`src/rtl/exe_operand_stage.sv`:
```
// Execute-stage operand register: captures the decoded instruction, forwards
// operands from the memory/write-back stages and inserts load-use bubbles.
module exe_operand_stage #(
  parameter int WIDTH = 32,
  parameter int RADDR = 4,
  parameter int CNT_W = 16
) (
  input  logic             clk,
  input  logic             rst,
  input  logic             freeze,
  input  logic             flush,
  input  logic             id_valid,
  input  logic [3:0]       id_cmd,
  input  logic [WIDTH-1:0] id_val_rn,
  input  logic [WIDTH-1:0] id_val_rm,
  input  logic [WIDTH-1:0] id_imm,
  input  logic             id_imm_sel,
  input  logic [RADDR-1:0] id_src1,
  input  logic [RADDR-1:0] id_src2,
  input  logic [RADDR-1:0] id_dest,
  input  logic             id_wb_en,
  input  logic             id_mem_r,
  input  logic             id_mem_w,
  input  logic             mem_wb_en,
  input  logic [RADDR-1:0] mem_dest,
  input  logic [WIDTH-1:0] mem_value,
  input  logic             wb_wb_en,
  input  logic [RADDR-1:0] wb_dest,
  input  logic [WIDTH-1:0] wb_value,
  output logic             stall_out,
  output logic [WIDTH-1:0] alu_in1,
  output logic [WIDTH-1:0] alu_in2,
  output logic [3:0]       alu_cmd,
  output logic [WIDTH-1:0] ex_store_val,
  output logic             ex_valid,
  output logic             ex_wb_en,
  output logic             ex_mem_r,
  output logic             ex_mem_w,
  output logic [RADDR-1:0] ex_dest,
  output logic [CNT_W-1:0] bubble_count
);

  localparam logic [CNT_W-1:0] CNT_ONE = {{(CNT_W-1){1'b0}}, 1'b1};

  logic             valid_q;
  logic [3:0]       cmd_q;
  logic [WIDTH-1:0] rn_q;
  logic [WIDTH-1:0] rm_q;
  logic [WIDTH-1:0] imm_q;
  logic             imm_sel_q;
  logic [RADDR-1:0] src1_q;
  logic [RADDR-1:0] src2_q;
  logic [RADDR-1:0] dest_q;
  logic             wb_en_q;
  logic             mem_r_q;
  logic             mem_w_q;
  logic [CNT_W-1:0] cnt_q;

  logic             hazard;
  logic             counted_bubble;
  logic             load_bubble;
  logic [WIDTH-1:0] fwd_rn;
  logic [WIDTH-1:0] fwd_rm;

  // A load in this stage cannot forward its data yet, so any consumer of its
  // destination in decode must wait one cycle.
  always_comb begin
    hazard         = valid_q & mem_r_q & id_valid &
                     ((id_src1 == dest_q) | (~id_imm_sel & (id_src2 == dest_q)));
    counted_bubble = flush | hazard;
    load_bubble    = counted_bubble | ~id_valid;
    stall_out      = freeze | (hazard & ~flush);
  end

  always_ff @(posedge clk) begin
    if (rst) begin
      valid_q   <= 1'b0;
      cmd_q     <= '0;
      rn_q      <= '0;
      rm_q      <= '0;
      imm_q     <= '0;
      imm_sel_q <= 1'b0;
      src1_q    <= '0;
      src2_q    <= '0;
      dest_q    <= '0;
      wb_en_q   <= 1'b0;
      mem_r_q   <= 1'b0;
      mem_w_q   <= 1'b0;
      cnt_q     <= '0;
    end else if (!freeze) begin
      if (load_bubble) begin
        valid_q   <= 1'b0;
        cmd_q     <= '0;
        rn_q      <= '0;
        rm_q      <= '0;
        imm_q     <= '0;
        imm_sel_q <= 1'b0;
        src1_q    <= '0;
        src2_q    <= '0;
        dest_q    <= '0;
        wb_en_q   <= 1'b0;
        mem_r_q   <= 1'b0;
        mem_w_q   <= 1'b0;
      end else begin
        valid_q   <= 1'b1;
        cmd_q     <= id_cmd;
        rn_q      <= id_val_rn;
        rm_q      <= id_val_rm;
        imm_q     <= id_imm;
        imm_sel_q <= id_imm_sel;
        src1_q    <= id_src1;
        src2_q    <= id_src2;
        dest_q    <= id_dest;
        wb_en_q   <= id_wb_en;
        mem_r_q   <= id_mem_r;
        mem_w_q   <= id_mem_w;
      end
      // Empty decode slots are not bubbles we caused, so only flush/hazard count.
      if (counted_bubble && (cnt_q != '1)) begin
        cnt_q <= cnt_q + CNT_ONE;
      end
    end
  end

  // The memory stage holds the younger result, so it wins over write-back.
  always_comb begin
    fwd_rn = rn_q;
    if (mem_wb_en && (mem_dest == src1_q)) begin
      fwd_rn = mem_value;
    end else if (wb_wb_en && (wb_dest == src1_q)) begin
      fwd_rn = wb_value;
    end
    fwd_rm = rm_q;
    if (mem_wb_en && (mem_dest == src2_q)) begin
      fwd_rm = mem_value;
    end else if (wb_wb_en && (wb_dest == src2_q)) begin
      fwd_rm = wb_value;
    end
  end

  assign alu_in1      = fwd_rn;
  assign alu_in2      = imm_sel_q ? imm_q : fwd_rm;
  assign ex_store_val = fwd_rm;
  assign alu_cmd      = cmd_q;
  assign ex_valid     = valid_q;
  assign ex_wb_en     = wb_en_q;
  assign ex_mem_r     = mem_r_q;
  assign ex_mem_w     = mem_w_q;
  assign ex_dest      = dest_q;
  assign bubble_count = cnt_q;

endmodule

```
`config.mk`:
```
export PLATFORM = sky130hd
export DESIGN_NAME = exe_operand_stage
export DESIGN_NICKNAME = d
export VERILOG_FILES = /design/src/rtl/exe_operand_stage.sv
export SDC_FILE = /design/constraint.sdc
export NUM_CORES = 1
export LEC_CHECK = 0
export BUFFER_PORTS_ARGS = -buffer_cell sky130_fd_sc_hd__buf_2
export CELL_PAD_IN_SITES_DETAIL_PLACEMENT = 0
export CELL_PAD_IN_SITES_GLOBAL_PLACEMENT = 2
export CORE_MARGIN = 1
export CORE_UTILIZATION = 26
export CTS_CLUSTER_DIAMETER = 40
export DETAILED_ROUTE_END_ITERATION = 10
export HOLD_SLACK_MARGIN = 0.05
export PLACE_DENSITY = 0.8
export SYNTH_ARGS = -nofsm -noshare
export SYNTH_HDL_FRONTEND = slang
export SYNTH_SLANG_ARGS = --single-unit
```
`constraint.sdc`:
```
create_clock -name clk -period 2.55 [get_ports clk]
set_clock_uncertainty 0.2 [all_clocks]
set_input_delay 0.1275 -clock clk [delete_from_list [all_inputs] [get_ports clk]]
set_output_delay 0.1275 -clock clk [all_outputs]
set_load 0.03 [all_outputs]
```
==> flow_summary_export.csv <==
group,metric,value,unit
timing,fmaxAchievable,400,MHz
layout,area_growth,68.4,%
logic_synthesis,async_flop_share,0,%
worst_setup_path,worst-path-max-fanout,32,
layout,diodes,0,
grt,antenna_violations_before_repair,1,
detailed_routing,route.antenna.remaining_nets,0,
floorplanning,die-width,161,um
logic_synthesis,synth-seq-cells,133,
timing,finalSetupViolations,0,
floorplanning,dieArea,25800,sq um
timing,layout_worst_path_cycle_share,98.0,%
power,worst_ir_drop_vdd,0.418,mV
timing,layout_min_cycle_time,2.50,ns
floorplanning,placeableCoreArea,24500,sq um
grt,vias_in_the_first_global_route,7211,
layout,final_nets,1327,
timing,worst-slew-pin-transition,0.614,ns
grt,track_usage,20.9,%
clocking,clkLatencyLatePin,0.41,ns
worst_setup_path,rrSetupSlack,0.16,ns
worst_setup_path,worst_ep_required_time,2.22,ns
clocking,cts.reportedPaths.clkPinSlew,0.07,ns
floorplanning,die_height,161,um
grt,globalRouteOverflowTotal,0,
clocking,clock_buffer_count_from_cts,17,
timing,fin_hold_ws,0.146,ns
logic_synthesis,total_of_warnings_raised_by_yosys,0,
timing,slew_headroom,59.1,%
detailed_routing,via_count,7280,
layout,fraction_of_layout_cells_with_a_size_suffix_above_1,43.6,%
timing,timing_hold_violations_final,0,
logic_synthesis,synthesis.area_per_instance,9.27,sq um
worst_setup_path,worstSetupPathType,"flop to primary output",
place,dp_worst_setup_slack,0.216,ns
status,outcome,"completed",
detailed_routing,drt_wl_total,29100,um
worst_setup_path,startpoint_type,"flop",
timing,maxSlewViolCount,0,
clocking,cts_htree_levels,4,
timing,grt_setup_unrepaired,"yes",
detailed_routing,drt_first_iter_violations,453,
detailed_routing,route.detailed.drc,0,
logic_synthesis,share_of_synthesized_area_occupied_by_flip_flops_and_latches,40.7,%
logic_synthesis,post_syn_nets,901,
detailed_routing,post_drt_wl_per_cell,19.8,um
layout,finalNonFillerCells,1468,
detailed_routing,detailedRoute.firstPassIterationCount,4,
logic_synthesis,netlist_instances,705,
floorplanning,floorplan.initialDensity,26.7,%
place,io_buffers,319,
clocking,tritoncts_clock_tree,"built",
power,p_leak,4.68,nW
grt,grt_max_degree,96,
place,dp_hpwl,18700,um
floorplanning,ioPinCount,320,
worst_setup_path,critical_path_arrival,2.17,ns
layout,post_layout_utilization_of_the_core,45.0,%
detailed_routing,avgViaCountPerCell,4.96,
clocking,cts_root_buf,"sky130_fd_sc_hd__clkbuf_16",
clocking,max-clock-path-buffers,2,
grt,grt_first_pass_wirelength,41600,um
worst_hold_path,worst_hold_path_type,"input pin to flop",
place,routabilityCongestion,0.778,
place,cell_count_after_placement,1305,
logic_synthesis,synth_enable_flop_cells,0,
logic_synthesis,yosysUniqueCellTypes,37,
timing,setup_slack,0.0512,ns
worst_setup_path,critical_path.endpoint_type,"primary output",
logic_synthesis,postSynth.topFlopCell,"sky130_fd_sc_hd__dfxtp_1",
logic_synthesis,syn-cell-area,6540,sq um
floorplanning,row_count,57,
power,power_dens_cells,526,nW/um^2
clocking,numClockSinks,133,
run,maxCapViolations,0,
## registers in the layout, summed over array words and instances, names as in the netlist, 4 cells and up
signal	flops
bubble_count	16
imm_q	32
rm_q	32
alu_cmd	4
rn_q	32
ex_dest	4
src2_q	4
src1_q	4
## cells in the final DEF (no fill, tap or decap), types with 3 or more instances in the layout
cell	n
sky130_fd_sc_hd__buf_2	300
sky130_fd_sc_hd__dfxtp_1	126
sky130_fd_sc_hd__dlygate4sd3_1	119
sky130_fd_sc_hd__a22o_1	116
sky130_fd_sc_hd__nand2_1	42
sky130_fd_sc_hd__nand3_1	40
sky130_fd_sc_hd__o21ai_0	37
sky130_fd_sc_hd__mux2_2	32
sky130_fd_sc_hd__mux2i_1	32
sky130_fd_sc_hd__buf_4	29
sky130_fd_sc_hd__o21ai_1	24
sky130_fd_sc_hd__nor3_2	23
sky130_fd_sc_hd__clkbuf_16	20
sky130_fd_sc_hd__a31oi_2	16
sky130_fd_sc_hd__buf_12	14
sky130_fd_sc_hd__a31oi_1	13
sky130_fd_sc_hd__xor2_1	13
sky130_fd_sc_hd__nor2_1	11
sky130_fd_sc_hd__a21oi_1	11
sky130_fd_sc_hd__nor3_1	9
sky130_fd_sc_hd__o21ai_2	9
sky130_fd_sc_hd__xnor2_2	6
sky130_fd_sc_hd__or4_1	6
sky130_fd_sc_hd__dfxtp_2	6
sky130_fd_sc_hd__mux2_1	5
sky130_fd_sc_hd__o31ai_1	5
sky130_fd_sc_hd__or3_1	5
sky130_fd_sc_hd__xnor2_1	4
sky130_fd_sc_hd__or2_4	4
sky130_fd_sc_hd__a31oi_4	4
sky130_fd_sc_hd__nand4_1	4
sky130_fd_sc_hd__and3_1	4
sky130_fd_sc_hd__nor4_1	4
sky130_fd_sc_hd__nor2b_1	4
sky130_fd_sc_hd__clkbuf_8	3
sky130_fd_sc_hd__clkinv_2	3
sky130_fd_sc_hd__clkinvlp_4	3
sky130_fd_sc_hd__clkbuf_4	3
sky130_fd_sc_hd__buf_6	3
## per-layer routing
| layer | part of all wire (%) | routed length, um | track usage [%] |
|---|---|---|---|
| met5 | 0 | 0 | 0 |
| met4 | 1.8 | 512 | 6.28 |
| met3 | 5.4 | 1570 | 4.57 |
| met2 | 47 | 13800 | 34.6 |
| met1 | 46 | 13300 | 27.0 |
## through the flow
stage               power (mW)  TNS [ns]  instance area, sq um
floorplan                 2.66         0                  6540
global placement          3.04         0                  8540
detailed placement        3.05         0                  8540
CTS                       5.77    -0.164                 10400
global route              6.02    -0.556                 11000
finish                    5.79         0                 11000
## where the power goes
part	internal [mW]	total, mW	switching, mW
Sequential	2.12	2.16	0.0365
Combinational	0.484	1.09	0.606
Clock	1.52	2.53	1.01
## logic make-up (layout without fill, tap and decap cells)
logic type      after synthesis  in the layout  share of synthesized area (%)
buf+inv                      71            507                           5.40
mux                          69             69                           11.3
xor+xnor                     24             24                           3.22
flops                       133            133                           40.7
simple gates                169            172                           13.3
fa+ha+maj                     1              1                          0.191
compound gates              238            238                           25.9
## synthesized netlist by cell type, drive strengths merged (2+ instances only)
| library cell | number | area share, % |
|---|---|---|
| dfxtp | 133 | 41 |
| a22o | 116 | 16 |
| o21ai | 71 | 5.4 |
| clkbuf | 44 | 2.5 |
| nand2 | 43 | 2.5 |
| nand3 | 41 | 3.1 |
| mux2 | 37 | 6.4 |
| a31oi | 33 | 3.2 |
| nor3 | 33 | 2.5 |
| mux2i | 32 | 4.9 |
| buf | 24 | 2.7 |
| xor2 | 14 | 1.9 |
| nor2 | 12 | 0.69 |
| a21oi | 11 | 0.84 |
| xnor2 | 10 | 1.3 |
| nor4 | 8 | 1.1 |
| and3 | 6 | 0.57 |
| or4 | 6 | 0.69 |
| o31ai | 5 | 0.57 |
| or3 | 5 | 0.48 |
| nand4 | 4 | 0.38 |
| nor2b | 4 | 0.38 |
| and2 | 2 | 0.19 |
| and4 | 2 | 0.27 |
| inv | 2 | 0.11 |
## layout make-up
type                            count  area [sq um]
Clock buffer                       21           470
Clock inverter                     11           124
Fill cell                        2395         13500
Inverter                            3          11.3
Multi-Input combinational cell    504          3990
Sequential cell                   133          2670
Tap cell                          324           405
Timing Repair Buffer              472          3340
## final timing paths
kind	endpoint	from	cells after the start
min	bubble_count[0]$_SDFFE_PP0P_	flush	5
min reg2reg	ex_mem_w$_SDFFE_PP0N_	ex_mem_w$_SDFFE_PP0N_	1
max reg2reg	ex_valid$_SDFFE_PP0N_	ex_dest[3]$_SDFFE_PP0N_	7
max	alu_in2[24]	src2_q[3]$_SDFFE_PP0N_	7
## what timing repair did
item | in CTS | in global routing
setup buffers | 5 | 2
setup endpoints to repair | 76 | 67
pin swaps | 2 | 8
hold buffers | 119 | 0
gates cloned | 0 | 6
hold endpoints to repair | 128 | 0
gates resized for setup | 33 | 121
## critical path, cell delays in order (launching register included)
cell,delay (ns)
sky130_fd_sc_hd__dfxtp_2,0.34
sky130_fd_sc_hd__xnor2_1,0.20
sky130_fd_sc_hd__nand3_1,0.15
sky130_fd_sc_hd__buf_12,0.21
sky130_fd_sc_hd__o21ai_1,0.26
sky130_fd_sc_hd__a31oi_2,0.13
sky130_fd_sc_hd__mux2_2,0.28
sky130_fd_sc_hd__buf_2,0.18
(Power assumes the default switching activity.)
